**src/rtl/line_rasterizer.sv**
```systemverilog
// rtl/line_rasterizer.sv - Bresenham segment rasterizer with valid/ready pixel output.
// Optional off-screen clipping: define LINE_RASTERIZER_CLIP_EN.
module line_rasterizer #(
    parameter int HOR_ACTIVE_PIXELS = 640,
    parameter int VER_ACTIVE_PIXELS = 480,
    localparam int X_WIDTH = $clog2(HOR_ACTIVE_PIXELS),
    localparam int Y_WIDTH = $clog2(VER_ACTIVE_PIXELS)
) (
    input  logic               clk,
    input  logic               rst,
    input  logic               start,
    output logic               ready,
    input  logic [X_WIDTH-1:0] x1,
    input  logic [Y_WIDTH-1:0] y1,
    input  logic [X_WIDTH-1:0] x2,
    input  logic [Y_WIDTH-1:0] y2,
    output logic [X_WIDTH-1:0] pixel_x,
    output logic [Y_WIDTH-1:0] pixel_y,
    output logic               pixel_valid,
    input  logic               pixel_ready
);

    localparam int W = ((X_WIDTH > Y_WIDTH) ? X_WIDTH : Y_WIDTH) + 2;
    localparam logic [X_WIDTH-1:0] X_ONE = X_WIDTH'(1);
    localparam logic [Y_WIDTH-1:0] Y_ONE = Y_WIDTH'(1);

    typedef enum logic [1:0] {IDLE, INIT, RUN} state_t;

    state_t state;
    logic [X_WIDTH-1:0] xs, xe, cur_x;
    logic [Y_WIDTH-1:0] ys, ye, cur_y;
    logic signed [W-1:0] dx, dy, err;
    logic sx_neg, sy_neg;

    logic signed [W-1:0] ddx, ddy, adx, ady, err_nxt;
    logic signed [W:0]   e2, dx_e, dy_e;
    logic step_x, step_y, at_end, accept;
    logic [X_WIDTH-1:0] nx;
    logic [Y_WIDTH-1:0] ny;
    logic start_vis, next_vis;

    assign ready   = (state == IDLE) & ~start;
    assign pixel_x = cur_x;
    assign pixel_y = cur_y;

    // Endpoints are zero-extended into W signed bits so differences never overflow.
    assign ddx = $signed({{(W-X_WIDTH){1'b0}}, xe}) - $signed({{(W-X_WIDTH){1'b0}}, xs});
    assign ddy = $signed({{(W-Y_WIDTH){1'b0}}, ye}) - $signed({{(W-Y_WIDTH){1'b0}}, ys});
    assign adx = ddx[W-1] ? -ddx : ddx;
    assign ady = ddy[W-1] ? -ddy : ddy;

    assign e2     = {err, 1'b0};
    assign dx_e   = {dx[W-1], dx};
    assign dy_e   = {dy[W-1], dy};
    assign step_x = (e2 >= dy_e);
    assign step_y = (e2 <= dx_e);
    assign err_nxt = err + (step_x ? dy : {W{1'b0}}) + (step_y ? dx : {W{1'b0}});
    assign nx = step_x ? (sx_neg ? cur_x - X_ONE : cur_x + X_ONE) : cur_x;
    assign ny = step_y ? (sy_neg ? cur_y - Y_ONE : cur_y + Y_ONE) : cur_y;
    assign at_end = (cur_x == xe) && (cur_y == ye);

    // A pixel not presented (clipped) is consumed by the stepper on its own.
    assign accept = pixel_ready | ~pixel_valid;

`ifdef LINE_RASTERIZER_CLIP_EN
    localparam logic [X_WIDTH:0] HOR_LIM = HOR_ACTIVE_PIXELS[X_WIDTH:0];
    localparam logic [Y_WIDTH:0] VER_LIM = VER_ACTIVE_PIXELS[Y_WIDTH:0];
    assign start_vis = ({1'b0, xs} < HOR_LIM) && ({1'b0, ys} < VER_LIM);
    assign next_vis  = ({1'b0, nx} < HOR_LIM) && ({1'b0, ny} < VER_LIM);
`else
    assign start_vis = 1'b1;
    assign next_vis  = 1'b1;
`endif

    always_ff @(posedge clk or posedge rst) begin
        if (rst) begin
            state       <= IDLE;
            pixel_valid <= 1'b0;
            cur_x       <= '0;
            cur_y       <= '0;
            xs          <= '0;
            ys          <= '0;
            xe          <= '0;
            ye          <= '0;
            dx          <= '0;
            dy          <= '0;
            err         <= '0;
            sx_neg      <= 1'b0;
            sy_neg      <= 1'b0;
        end else begin
            case (state)
                IDLE: begin
                    if (start) begin
                        xs    <= x1;
                        ys    <= y1;
                        xe    <= x2;
                        ye    <= y2;
                        state <= INIT;
                    end
                end
                INIT: begin
                    dx          <= adx;
                    dy          <= -ady;
                    err         <= adx - ady;
                    sx_neg      <= ~(xs < xe);
                    sy_neg      <= ~(ys < ye);
                    cur_x       <= xs;
                    cur_y       <= ys;
                    pixel_valid <= start_vis;
                    state       <= RUN;
                end
                RUN: begin
                    if (accept) begin
                        if (at_end) begin
                            pixel_valid <= 1'b0;
                            state       <= IDLE;
                        end else begin
                            err         <= err_nxt;
                            cur_x       <= nx;
                            cur_y       <= ny;
                            pixel_valid <= next_vis;
                        end
                    end
                end
                default: begin
                    pixel_valid <= 1'b0;
                    state       <= IDLE;
                end
            endcase
        end
    end

endmodule

```
**config.mk**
```make
export PLATFORM = sky130hd
export DESIGN_NAME = line_rasterizer
export DESIGN_NICKNAME = d
export VERILOG_FILES = /design/src/rtl/line_rasterizer.sv
export SDC_FILE = /design/constraint.sdc
export NUM_CORES = 1
export LEC_CHECK = 0
export BUFFER_PORTS_ARGS = -buffer_cell sky130_fd_sc_hd__buf_2
export CORE_MARGIN = 2
export CORE_UTILIZATION = 65
export CTS_BUF_LIST = sky130_fd_sc_hd__clkbuf_2 sky130_fd_sc_hd__clkbuf_4 sky130_fd_sc_hd__clkbuf_8
export CTS_CLUSTER_DIAMETER = 120
export CTS_CLUSTER_SIZE = 30
export DETAILED_ROUTE_END_ITERATION = 7
export PLACE_DENSITY = 0.83
export REMOVE_ABC_BUFFERS = 1
export SYNTH_ARGS = -nofsm -noshare
export SYNTH_HDL_FRONTEND = slang
export SYNTH_SLANG_ARGS = --single-unit
```
**constraint.sdc**
```tcl
create_clock -name clk -period 12.5 [get_ports clk]
set_clock_uncertainty 0.15 [all_clocks]
set_input_delay 0.625 -clock clk [delete_from_list [all_inputs] [get_ports clk]]
set_output_delay 0.625 -clock clk [all_outputs]
set_load 0.005 [all_outputs]
```
==> impl_table.tex <==
\begin{tabular}{lr}
\hline
Metric & Value \\
\hline
\multicolumn{2}{l}{\textbf{Synthesis}} \\
\quad Most numerous cell types in the synthesized netlist & 98 x sky130\_fd\_sc\_hd\_\_dfrtp\_1, 87 x sky130\_fd\_sc\_hd\_\_inv\_1, 86 x sky130\_fd\_sc\_hd\_\_ha\_1 \\
\quad Fraction of synthesis flops using an asynchronous set or reset pin & 100.0\% \\
\quad Netlist cell types & 74 \\
\quad Synth Cell Area & 8180 um2 \\
\quad Sequential area share after synthesis & 29.98\% \\
\quad Post-Syn Instances & 892 \\
\quad Yosys synthesis warning count & 0 \\
\quad Number of synthesized flops with an enable pin & 0 \\
\quad Largest cells by area after synthesis & sky130\_fd\_sc\_hd\_\_dfrtp\_1 30\%, sky130\_fd\_sc\_hd\_\_ha\_1 13\%, sky130\_fd\_sc\_hd\_\_mux2\_2 6.5\% \\
\quad Post-synth top area cell & sky130\_fd\_sc\_hd\_\_dfrtp\_1 \\
\quad Main synth FF type & sky130\_fd\_sc\_hd\_\_dfrtp\_1 \\
\quad Leading cell type by number of instances after synthesis & sky130\_fd\_sc\_hd\_\_dfrtp\_1 \\
\quad Register bit total from synthesis & 98 \\
\quad Top-area cell type share of the netlist area & 29.98\% \\
\quad Avg Synthesized Cell Area & 9.171 um2 \\
\multicolumn{2}{l}{\textbf{Global route}} \\
\quad Largest net degree at the start of global routing & 61 \\
\quad Global-route usage over all layers & 30.02\% \\
\quad Number of global-route vias before repair & 6619 \\
\quad Global-route wire length before repair & 31460 um \\
\quad Grt total ovfl & 0 \\
\quad Initial antenna violation count & 0 \\
\multicolumn{2}{l}{\textbf{Layout}} \\
\quad Total Nets Final & 1092 \\
\quad Share of cells above drive strength 1 & 15.98\% \\
\quad Area of the multi-input gates & 5271 um2 \\
\quad ANT cells & 0 \\
\quad P\&R area growth vs syn & 7.739\% \\
\quad Final non-filler cell total & 1119 \\
\quad Fill cells & 945 \\
\quad Final core utilization & 72.47\% \\
\quad Sequential cell area & 2452 um2 \\
\multicolumn{2}{l}{\textbf{Routing}} \\
\quad Detailed-router iteration count before antenna repair & 7 \\
\quad Number of remaining DRC errors & 0 \\
\quad Routed vias & 6693 \\
\quad First-iteration detailed-routing DRC count & 408 \\
\quad Sum of routed wire length over all layers & 19000 um \\
\quad Antenna violation net count after detailed routing & 0 \\
\quad Number of vias per cell & 5.981 \\
\quad DR WL/cell & 16.98 um \\
\multicolumn{2}{l}{\textbf{Place}} \\
\quad Quantity of I/O buffers inserted on ports & 62 \\
\quad Routability congestion estimate & 0.9254 \\
\quad Number of placed instances, taps included & 1104 \\
\quad DP Wirelength & 14640 um \\
\multicolumn{2}{l}{\textbf{Die}} \\
\quad Die X-Extent & 116.2 um \\
\quad Starting density of the core & 67.26\% \\
\quad Die area & 13500 um2 \\
\quad Vertical die dimension & 116.2 um \\
\quad Placeable core region & 12160 um2 \\
\quad Number of placed I/O pins & 63 \\
\quad Row Count & 40 \\
\multicolumn{2}{l}{\textbf{Timing}} \\
\quad Share of the cycle needed by the critical path after routing & 40.39\% \\
\quad Final number of max-transition violations & 0 \\
\quad Post-Route Setup TNS & 0 ns \\
\quad Unrepaired setup endpoints after global routing & no \\
\quad Endpoints failing hold & 0 \\
\quad Tightest slew margin relative to the limit & 48.24\% \\
\quad Slew at the pin closest to its max-slew limit & 0.7730 ns \\
\quad Setup-failing EPs final & 0 \\
\quad Maximum clock frequency & 198.1 MHz \\
\quad Fin crit period & 5.048 ns \\
\multicolumn{2}{l}{\textbf{Worst setup path}} \\
\quad Count of cells along the worst register-to-register path & 20 \\
\quad Element type at the critical path start & flop \\
\quad Top fanout value on the critical path & 10 \\
\quad End of the worst register-to-register path & err[11]\$\_DFFE\_PP0P\_ \\
\quad Reg-to-reg setup timing slack & 7.45 ns \\
\quad Arrival time worst endpoint & 5.18 ns \\
\quad Kind of critical path & reg2reg \\
\quad Endpoint kind of the worst setup timing path & flop \\
\quad Critical Path RT & 12.63 ns \\
\quad Worst flop-to-flop path startpoint & err[5]\$\_DFFE\_PP0P\_ \\
\multicolumn{2}{l}{\textbf{Status}} \\
\quad Result of the run & finished, final reports clean \\
\multicolumn{2}{l}{\textbf{Clocking}} \\
\quad Library cell used as clock root buffer & sky130\_fd\_sc\_hd\_\_clkbuf\_8 \\
\quad Clk sink count & 98 \\
\quad TritonCTS Buffers & 9 \\
\quad H-tree level count & 3 \\
\quad Clock-pin slew of the registers on the worst-case setup and hold paths & 0.09 ns \\
\quad Worst-skew pair later-pin latency & 0.39 ns \\
\quad Worst-case clock buffer depth & 2 \\
\quad Quantity of hold-fixing buffers added after cts & 0 \\
\quad CTS tree & yes \\
\quad Post-CTS sizing & 0 \\
\quad Number of setup buffers added after CTS & 0 \\
\multicolumn{2}{l}{\textbf{Job}} \\
\quad Count of max-cap constraint violations & 0 \\
\multicolumn{2}{l}{\textbf{Hold path}} \\
\quad Worst min-delay path class & in2async \\
\hline
\end{tabular}
[routing by layer]
metal | up-vias | wire length [um] | global-route usage (%)
met1 | 3196 | 8417 | 38.89
met4 | 0 | 549 | 12.30
met2 | 210 | 9054 | 51.07
met5 | - | 0 | 0
li1 | 3241 | - | -
met3 | 46 | 980 | 4.203
[how the worst max path moves through the flow]
| stage | start | to | cells after the start |
|---|---|---|---|
| after floorplan | err[0]$_DFFE_PP0P_ | err[11]$_DFFE_PP0P_ | 21 |
| after global placement | err[5]$_DFFE_PP0P_ | err[11]$_DFFE_PP0P_ | 20 |
| after detailed placement | err[5]$_DFFE_PP0P_ | err[11]$_DFFE_PP0P_ | 20 |
| after CTS | err[5]$_DFFE_PP0P_ | err[11]$_DFFE_PP0P_ | 20 |
| after global routing | err[5]$_DFFE_PP0P_ | err[11]$_DFFE_PP0P_ | 20 |
| final | err[5]$_DFFE_PP0P_ | err[11]$_DFFE_PP0P_ | 20 |
[cell usage in the layout, fill, tap and decap left out, types with 14 or more instances in the layout]
master	netlist	final
sky130_fd_sc_hd__nand3_1	15	15
sky130_fd_sc_hd__fa_1	17	17
sky130_fd_sc_hd__nor3_1	16	16
sky130_fd_sc_hd__nand2_1	56	56
sky130_fd_sc_hd__xor2_1	32	32
sky130_fd_sc_hd__inv_1	87	86
sky130_fd_sc_hd__a31oi_1	16	16
sky130_fd_sc_hd__nor2_1	79	79
sky130_fd_sc_hd__o21ai_0	47	47
sky130_fd_sc_hd__a21o_1	16	16
sky130_fd_sc_hd__buf_2	2	62
sky130_fd_sc_hd__ha_1	86	86
sky130_fd_sc_hd__dfrtp_1	98	98
sky130_fd_sc_hd__nor2b_1	17	17
sky130_fd_sc_hd__a21oi_1	51	51
sky130_fd_sc_hd__xnor2_1	44	44
sky130_fd_sc_hd__mux2_2	47	47
sky130_fd_sc_hd__mux2i_1	14	14
[per-stage QoR]
step	hold WS (ns)	instance area [um2]	setup WS (ns)
2_1_floorplan	0.3296	8058	7.845
3_3_place_gp	0.3408	8626	7.774
3_5_place_dp	0.3463	8626	7.551
4_1_cts	0.1370	8813	7.529
5_1_grt	0.1714	8813	6.935
6_report	0.1152	8813	7.452
[final cells by class]
cell class | instances | share of cell area [%]
clock buffers | 10 | 1.491
inverters | 89 | 3.819
repair buffers | 68 | 4.032
clock inverters | 5 | 0.6388
flip-flops and latches | 98 | 27.83
multi-input cells | 681 | 59.81
well taps | 168 | 2.385
[sequential cells by signal, indices dropped and copies added (netlist names)]
| register | cells |
|---|---|
| xe | 10 |
| pixel_valid | 1 |
| xs | 10 |
| ye | 9 |
| err | 12 |
| sy_neg | 1 |
| sx_neg | 1 |
| state | 2 |
| pixel_x | 10 |
| ys | 9 |
| pixel_y | 9 |
| dx | 12 |
| dy | 12 |
[critical path, stage by stage (launching register included)]
cell and delay, ns:
sky130_fd_sc_hd__dfrtp_1 0.45, sky130_fd_sc_hd__ha_1 0.32, sky130_fd_sc_hd__a21o_1 0.18, sky130_fd_sc_hd__a211oi_1 0.20, sky130_fd_sc_hd__o21ai_0 0.11, sky130_fd_sc_hd__a2111oi_1 0.51
sky130_fd_sc_hd__a31o_2 0.38, sky130_fd_sc_hd__nor2_1 0.10, sky130_fd_sc_hd__fa_1 0.48, sky130_fd_sc_hd__ha_1 0.22, sky130_fd_sc_hd__inv_1 0.07, sky130_fd_sc_hd__fa_1 0.20
sky130_fd_sc_hd__nor2b_1 0.05, sky130_fd_sc_hd__o21ai_0 0.21, sky130_fd_sc_hd__a21boi_0 0.15, sky130_fd_sc_hd__o21ai_0 0.24, sky130_fd_sc_hd__a21oi_1 0.14, sky130_fd_sc_hd__o211ai_1 0.20
sky130_fd_sc_hd__nand2_1 0.09, sky130_fd_sc_hd__and3_1 0.19, sky130_fd_sc_hd__a211o_1 0.29
[logic make-up after synthesis]
group	after synthesis	share of synthesized area, %
adder cells (fa/ha/maj)	103	17.31
other	1	0.04584
AO/OA/AOI/OAI	200	16.11
flip-flops	98	29.98
AND/OR/NAND/NOR	235	13.66
buffers and inverters	113	5.583
XOR/XNOR	79	8.810
multiplexers	63	8.504
Power is left out: the tool's default activity adds up to more than one toggle a clock period on the data nets, which glitch-free logic cannot reach.
